$ cat src/rtl/multicore_mem_loader.sv
// Command-driven IRAM/DRAM loader, run sequencer and DRAM readback streamer.
// Optional LOADER_CHECKSUM_EN adds a per-job word sum on checksum.
module multicore_mem_loader #(
  parameter int NUM_CORES = 4,
  parameter int ADDR_W    = 9,
  parameter int DATA_W    = 16,
  parameter int WR_HOLD   = 4,
  parameter int RD_LAT    = 5,
  parameter int RUN_MAX   = 120000
) (
  input  logic                 clock,
  input  logic                 rst_n,
  input  logic                 cmd_valid,
  output logic                 cmd_ready,
  input  logic [1:0]           cmd_op,
  input  logic [2:0]           cmd_core,
  input  logic [ADDR_W-1:0]    cmd_base,
  input  logic [ADDR_W-1:0]    cmd_count,
  input  logic                 in_valid,
  output logic                 in_ready,
  input  logic [DATA_W-1:0]    in_data,
  output logic                 out_valid,
  input  logic                 out_ready,
  output logic [DATA_W-1:0]    out_data,
  output logic [ADDR_W-1:0]    addr_ext,
  output logic [DATA_W-1:0]    data_in_ins,
  output logic [DATA_W-1:0]    data_in_dram,
  output logic [NUM_CORES-1:0] iram_write_ext,
  output logic                 dram_write_ext,
  output logic                 read_en_ext,
  input  logic [DATA_W-1:0]    dram_in,
  output logic                 mode_ins,
  output logic                 mode_dram,
  output logic                 mode_read,
  output logic                 start,
  input  logic                 proc_done,
  output logic                 busy,
  output logic                 err,
  output logic                 timeout,
  output logic [DATA_W-1:0]    checksum
);

  localparam int M1 = (WR_HOLD > RD_LAT) ? WR_HOLD : RD_LAT;
  localparam int CMAX = (RUN_MAX > M1) ? RUN_MAX : M1;
  localparam int CW = $clog2(CMAX + 1);

  localparam logic [2:0] S_IDLE  = 3'd0;
  localparam logic [2:0] S_WAIT  = 3'd1;
  localparam logic [2:0] S_SETUP = 3'd2;
  localparam logic [2:0] S_WE    = 3'd3;
  localparam logic [2:0] S_GAP   = 3'd4;
  localparam logic [2:0] S_RUN   = 3'd5;
  localparam logic [2:0] S_REN   = 3'd6;
  localparam logic [2:0] S_OUT   = 3'd7;

  localparam logic [1:0] OP_IRAM = 2'd0;
  localparam logic [1:0] OP_DRAM = 2'd1;
  localparam logic [1:0] OP_RUN  = 2'd2;
  localparam logic [1:0] OP_RDBK = 2'd3;

  logic [2:0]        state;
  logic [1:0]        op;
  logic [2:0]        core;
  logic [ADDR_W-1:0] addr;
  logic [ADDR_W-1:0] remaining;
  logic [CW-1:0]     cnt;
  logic              alive;
  logic              accept;
  logic              core_ok;
  logic              last;
  logic              load_st;

  assign accept  = cmd_valid && cmd_ready;
  assign core_ok = {1'b0, cmd_core} < 4'(NUM_CORES);
  assign last    = remaining == ADDR_W'(1);
  assign load_st = (state == S_WAIT) || (state == S_SETUP) ||
                   (state == S_WE) || (state == S_GAP);

  assign cmd_ready = alive && (state == S_IDLE);
  assign busy      = state != S_IDLE;
  assign in_ready  = state == S_WAIT;
  assign out_valid = state == S_OUT;
  assign start     = state == S_RUN;
  assign read_en_ext = state == S_REN;
  assign mode_ins  = load_st && (op == OP_IRAM);
  assign mode_dram = load_st && (op == OP_DRAM);
  assign mode_read = (state == S_REN) || (state == S_OUT);
  assign addr_ext  = addr;
  assign dram_write_ext = (state == S_WE) && (op == OP_DRAM);
  assign iram_write_ext = ((state == S_WE) && (op == OP_IRAM)) ?
                          (NUM_CORES'(1) << core) : '0;

  always_ff @(posedge clock or negedge rst_n) begin
    if (!rst_n) begin
      state        <= S_IDLE;
      op           <= OP_IRAM;
      core         <= '0;
      addr         <= '0;
      remaining    <= '0;
      cnt          <= '0;
      alive        <= 1'b0;
      err          <= 1'b0;
      timeout      <= 1'b0;
      data_in_ins  <= '0;
      data_in_dram <= '0;
      out_data     <= '0;
    end else begin
      alive <= 1'b1;
      err   <= 1'b0;
      unique case (state)
        S_IDLE: begin
          if (accept) begin
            timeout <= 1'b0;
            cnt     <= '0;
            // an illegal core is rejected without touching the bus
            if (cmd_op == OP_IRAM && !core_ok) begin
              err <= 1'b1;
            end else begin
              op        <= cmd_op;
              core      <= cmd_core;
              addr      <= cmd_base;
              remaining <= cmd_count;
              unique case (1'b1)
                cmd_op == OP_RUN:
                  state <= S_RUN;
                cmd_op == OP_RDBK:
                  if (cmd_count != '0) state <= S_REN;
                default:
                  if (cmd_count != '0) state <= S_WAIT;
              endcase
            end
          end
        end
        S_WAIT: begin
          if (in_valid) begin
            if (op == OP_IRAM) data_in_ins <= in_data;
            else data_in_dram <= in_data;
            state <= S_SETUP;
          end
        end
        S_SETUP: begin
          cnt   <= '0;
          state <= S_WE;
        end
        S_WE: begin
          if (cnt == CW'(WR_HOLD - 1)) state <= S_GAP;
          else cnt <= cnt + 1'b1;
        end
        S_GAP: begin
          addr      <= addr + 1'b1;
          remaining <= remaining - 1'b1;
          state     <= last ? S_IDLE : S_WAIT;
        end
        S_RUN: begin
          if (proc_done) begin
            state <= S_IDLE;
          end else if (cnt == CW'(RUN_MAX - 1)) begin
            state   <= S_IDLE;
            timeout <= 1'b1;
            err     <= 1'b1;
          end else begin
            cnt <= cnt + 1'b1;
          end
        end
        S_REN: begin
          if (cnt == CW'(RD_LAT - 1)) begin
            out_data <= dram_in;
            state    <= S_OUT;
          end else begin
            cnt <= cnt + 1'b1;
          end
        end
        S_OUT: begin
          if (out_ready) begin
            addr      <= addr + 1'b1;
            remaining <= remaining - 1'b1;
            cnt       <= '0;
            state     <= last ? S_IDLE : S_REN;
          end
        end
        default: state <= S_IDLE;
      endcase
    end
  end

`ifdef LOADER_CHECKSUM_EN
  logic [DATA_W-1:0] sum;
  assign checksum = sum;

  always_ff @(posedge clock or negedge rst_n) begin
    if (!rst_n) begin
      sum <= '0;
    end else if (accept) begin
      sum <= '0;
    end else if (state == S_GAP) begin
      sum <= sum + ((op == OP_IRAM) ? data_in_ins : data_in_dram);
    end else if (state == S_OUT && out_ready) begin
      sum <= sum + out_data;
    end
  end
`else
  assign checksum = '0;
`endif

endmodule

$ cat config.mk
export PLATFORM = sky130hd
export DESIGN_NAME = multicore_mem_loader
export DESIGN_NICKNAME = d
export VERILOG_FILES = /design/src/rtl/multicore_mem_loader.sv
export SDC_FILE = /design/constraint.sdc
export NUM_CORES = 1
export LEC_CHECK = 0
export CAP_MARGIN = 20
export CORE_MARGIN = 5
export CORE_UTILIZATION = 47
export DETAILED_ROUTE_END_ITERATION = 8
export GPL_TIMING_DRIVEN = 0
export PLACE_DENSITY = 0.87
export SKIP_CTS_REPAIR_TIMING = 1
export SYNTH_ARGS = -nofsm -noshare
export SYNTH_HDL_FRONTEND = slang
export SYNTH_SLANG_ARGS = --single-unit
$ cat constraint.sdc
create_clock -name clock -period 2.3 [get_ports clock]
set_input_delay 0.46 -clock clock [delete_from_list [all_inputs] [get_ports clock]]
set_output_delay 0.46 -clock clock [all_outputs]
set_load 0.02 [all_outputs]
# Yosys cells after proc, flatten, opt, wreduce, memory -nomap -nowiden
# Cells that the tools add are included.
word_totals:
  wordCells: 114
  regBits: 94
  output_inout_bits: 89
op_classes:
  magnitude_cmp: 1
  addsub: 3
  shifts: 1
  mux: 39
  reduce_logical: 28
  eq_ne: 28
  bitwise_logic: 2
ops:
  columns: ["operator", "n"]
  rows:
  - ["$mux W17", 6]
  - ["$pmux W17 S6", 1]
  - ["$mux W9", 6]
  - ["$pmux W9 S3", 2]
  - ["$mux W3", 11]
  - ["$pmux W3 S8", 1]
  - ["$add A17 B1 Y17 const B", 1]
  - ["$eq A17 B17 Y1 const B", 1]
  - ["$eq A17 B2 Y1 const B", 1]
  - ["$eq A17 B3 Y1 const B", 1]
  - ["$ne A2 B2 Y1 const B", 7]
  - ["$eq A3 B3 Y1 const B", 4]
  - ["$add A9 B1 Y9 const B", 1]
  - ["$eq A9 B1 Y1 const B", 1]
  - ["$reduce_and A3 Y1", 3]
  - ["$reduce_and A9 Y1", 1]
  - ["$reduce_bool A9 Y1", 1]
  - ["$sub A9 B1 Y9 const B", 1]
  - ["$mux W1", 8]
  - ["$ne A2 B1 Y1 const B", 4]
  - ["$reduce_and A4 Y1", 2]
  - ["$logic_and A1 B1 Y1", 7]
  - ["$reduce_and A7 Y1", 1]
  - ["$eq A3 B2 Y1 const B", 2]
  - ["other kinds (19)", 28]

# Logic depth before layout (Yosys ltp)
depth:
  depth_word: 6
  ltp_mapped: 9
  ltp_nobuf: 8

# Worst setup path before layout
# Ideal clock, no wire load.
synth_path:
  path_type: "register to output"
  start: "register state[0]"
  end: "output port iram_write_ext[2]"
  path_stages_with_launch: 5
  required_time_ps: 1840
  t_arrival_ps: 1690
  n_path_buf: 0
  slack_ps: 150
  cell_sequence: "dfrtp_1 -> nand2_1 -> or2_1 -> or4_1 -> nor3b_1"
synth_via:
  elab_chain_cells: 3
synth_lines:
  columns: ["element", "line_no", "text"]
  rows:
  - ["from (decl)", "61", "logic [2:0] state;"]
  - ["from (signal assigned)", "152", "state <= last ? S_IDLE : S_WAIT;"]
  - ["from (signal assigned)", "178", "state <= last ? S_IDLE : S_REN;"]
  - ["$eq A3 B2 Y1", "90", "assign iram_write_ext = ((state == S_WE) && (op == OP_IRAM)) ?"]
  - ["$logic_and A1 B1 Y1", "90", null]
  - ["$mux W4", "90", null]
  - ["to (decl)", "28", "output logic [NUM_CORES-1:0] iram_write_ext,"]
# Every way passes these cells.

# Worst setup path after layout
layout_path:
  start: "register state[2]"
  end: "output port iram_write_ext[2]"
# Same word-level chain as after synthesis.

==> impl_results.md <==
- Count leader, synth: dfrtp_1
- Largest family of logic cells by synthesized area: simple AND/OR/NAND/NOR gates
- Lkg Pwr: around 2.9 nW
- Fmax: around 0.42 GHz
- Detail Route Antenna Nets: 0
- RePlAce Congestion: 0.880
- Outcome: finished with violations
- Diodes inserted: 0
- Vias: around 4.2k
- Critical path's largest stage delay: 0.48 ns
- Worst setup path category: register to primary output
- Num CTS Buffers: 9
- Crit-path max FO: 8
- CTS clk-pin slew, worst paths: around 0.10 ns
- Syn avg cell area: between 10 and 15 um^2
- Antenna violations before repair: 0
- Vias in the first global route: 4221
- H-tree levels: 3
- Pwr Density: approximately 1300 nW/um^2
- Pin count of the biggest net entering global routing: 54
- Core Footprint: ~10000 um^2
- Setup WS pre-CTS: -0.276 ns
- Die footprint: about 12000 um^2
- Clock Tree Buf Depth: 2
- Leading cell types by count after synthesis: dfrtp_1, mux2_2, o21ai_0
- Layout fillers: about 760
- Remaining global-route overflow: 0
- First-pass DRT Iterations: 5
- Die Height: between 100 and 150 um
- Family with the most delay on the worst path: simple AND/OR/NAND/NOR gates
- Row Count: 37
- First-pass GRT wire length: approximately 21 mm
- Gr usage total: 0.211
- Yosys reg bits: 94
- Fin nets: 693
- Hpwl dp: just under 10 mm
- Simple-Gate Fraction of Synth Area: 0.177
- Slowest cell on crit path: dfrtp_2
- Crit. End Element: primary output
- Post-route DRC: 0
- Final slew viol count: 0
- Worst path arrival time: ~1.9 ns
- Iteration-0 DRC Markers: 352
- Kind of start point of the critical path: register
- R2R Path Start: cnt[0]
- Worst-path cell chain: or2_4, or4_4, nor3b_2, buf_4
- Synth Area in Adders: 0.0130
- Sequential-to-total area share from yosys stat: 0.488
- Primary FF master, synth: dfrtp_1
- Post-synth ARST share: 1.00
- Slew HR: 0.608
- RSZ-0062 raised after global routing: yes
- Slew at the pin with the worst max-slew slack: a little under 0.6 ns
- Peak supply drop: 556 uV
- Clk sinks: 94
- Tcrit/Tclk final: 1.03
- Max-cap viol count: 0
- Vias per cell: around 5.5
- Wirelength per Cell: about 17 um
- Setup Skew: around 0.014 ns
- Failing checks: negative setup slack
- Top post-synthesis cells by area: dfrtp_1, mux2_2, o21ai_0
- Post-Route WL: 13.3 mm
- Final worst slack: -0.0724 ns
- Worst EP required: 1.84 ns
- CTS Root Cell: clkbuf_8
- Buf/Inv on CP: 1
- Synth Cell Area: a little under 5000 um^2
- Compound-gate portion of the synthesized area: 0.133
- Final hold vios: 0
- Xor and xnor area share after synthesis: 0.00182
- Cell taking the most area after synthesis: dfrtp_1
- Hold slack: about 0.076 ns
- Area Overhead vs Synth: 38.3%
- Number of I/O pins: 150
- Initial Util: 0.475
- Crit path time final: around 2.4 ns
- Mux share of post-synthesis cell area: 0.133
- Number of distinct standard cells referenced by the synthesized netlist: 57
- Layout cells sized above 1: 0.222
- Endpoints failing setup: 2
- IO buf count: between 100 and 150
- Crit path launch: state[2]
- TritonCTS clock tree: built
- Hold crit path type: input port to asynchronous set/reset pin
- Yosys warning total: 0
- Share of the synthesized area in the top cell type: 0.488
- Worst-Skew Late Latency: ~0.37 ns
- Mapped Cells: between 400 and 500
- Die width: between 100 and 150 um
- Post-synth EDFFs: 0
==> per-stage QoR <==
step / total power [mW] / util / cell area (um^2) / setup TNS [ns] / instances
after CTS: 8.28 / 0.649 / 6580 / -4.66 / 763
after floorplan: 5.36 / - / 4870 / 0 / 477
after global routing: 8.85 / 0.657 / 6660 / -0.240 / 768
after detailed placement: 7.20 / 0.631 / 6400 / -2.29 / 747
after global placement: 7.03 / 0.629 / 6370 / -244.82 / 746
final: 8.34 / 0.657 / 6660 / -0.0987 / 768
==> where the power goes <==
group	switching, mW	internal (mW)	total (mW)	leakage (nW)
Sequential	0.488	2.28	2.76	1.16
Clock	0.616	0.437	1.05	0.0922
Combinational	2.46	2.06	4.52	1.69
Total	3.56	4.78	8.34	2.94
==> cells by family (layout without fill, tap and decap cells) <==
family	Yosys count	after routing
AO/OA/AOI/OAI	105	105
AND/OR/NAND/NOR	154	154
XOR/XNOR	1	1
flip-flops	94	94
buffers and inverters	44	199
adder cells (fa/ha/maj)	5	5
multiplexers	57	57
other	2	17
==> worst register-to-register path, cell delays in order, from the launching register on <==
cell	delay, ns
dfrtp_1	0.43
ha_1	0.28
and4_1	0.26
and4_1	0.22
a22oi_4	0.25
nand2_2	0.14
buf_2	0.20
o21ai_0	0.22
o31ai_1	0.11
==> cells in the final DEF (no fill, tap or decap), types with 3 or more instances in the layout <==
master           Yosys  layout
nand2_1             28      27
nor3b_1              5       4
or3_1                3       3
ha_1                 5       5
mux2i_1              3       3
clkbuf_1             6       5
nand4_1              7       7
dfrtp_2              0       3
a21oi_1             24      24
nor3_1               8       6
and2_1               3       3
nor4_2               2       3
o31ai_1              9       9
and3_1              12      12
nand2_2              3       4
inv_1                9       9
and4_1               6       6
o21ai_0             44      43
clkbuf_8             0      10
clkbuf_2             0       5
clkdlybuf4s50_1      0     119
o22ai_1              3       3
dlymetal6s2s_1       0       7
nand2b_1             9       9
a31oi_1              7       7
buf_2               12      13
nand3_1             18      18
mux2_2              53      53
nor2b_1              4       4
dfrtp_1             94      91
buf_4               16      24
nor2_1              29      29
conb_1               2      17
==> per-layer routing <==
layer | vias to the layer above | global-route usage | wire (um)
met1 | 2052 | 0.245 | 5130
met3 | 23 | 0.0388 | 798
met4 | 0 | 0.0770 | 252
met5 | - | 0 | 0
li1 | 1978 | - | -
met2 | 166 | 0.386 | 7070
==> registers in the layout, indices dropped and copies added (netlist names), 2 cells and up <==
name and cells:
op 2, core 3, data_in_ins 16, data_in_dram 16, remaining 9, cnt 17, out_data 16, addr_ext 9
state 3
==> final cells by class <==
type / instances / area [um^2] / share of cell area
Buffer: 35 / 216 / 0.0325
Clock buffer: 11 / 141 / 0.0212
Clock inverter: 5 / 41.3 / 0.00620
Inverter: 9 / 33.8 / 0.00507
Multi-Input combinational cell: 339 / 2310 / 0.348
Sequential cell: 94 / 2360 / 0.354
Tap cell: 136 / 170 / 0.0255
Timing Repair Buffer: 139 / 1390 / 0.208
==> path summary, 6_finish.rpt <==
check | end | slack [ns] | cells past startpoint
setup / recovery | iram_write_ext[2] | -0.07 | 4
hold / removal | out_data[11] | 0.08 | 1
setup reg to reg | cnt[8] | 0.08 | 8
hold reg to reg | timeout | 0.48 | 2
max in group asynchronous | state[2] | 1.56 | 2
min in group clock | timeout | 0.48 | 2
(Power assumes the default switching activity.)
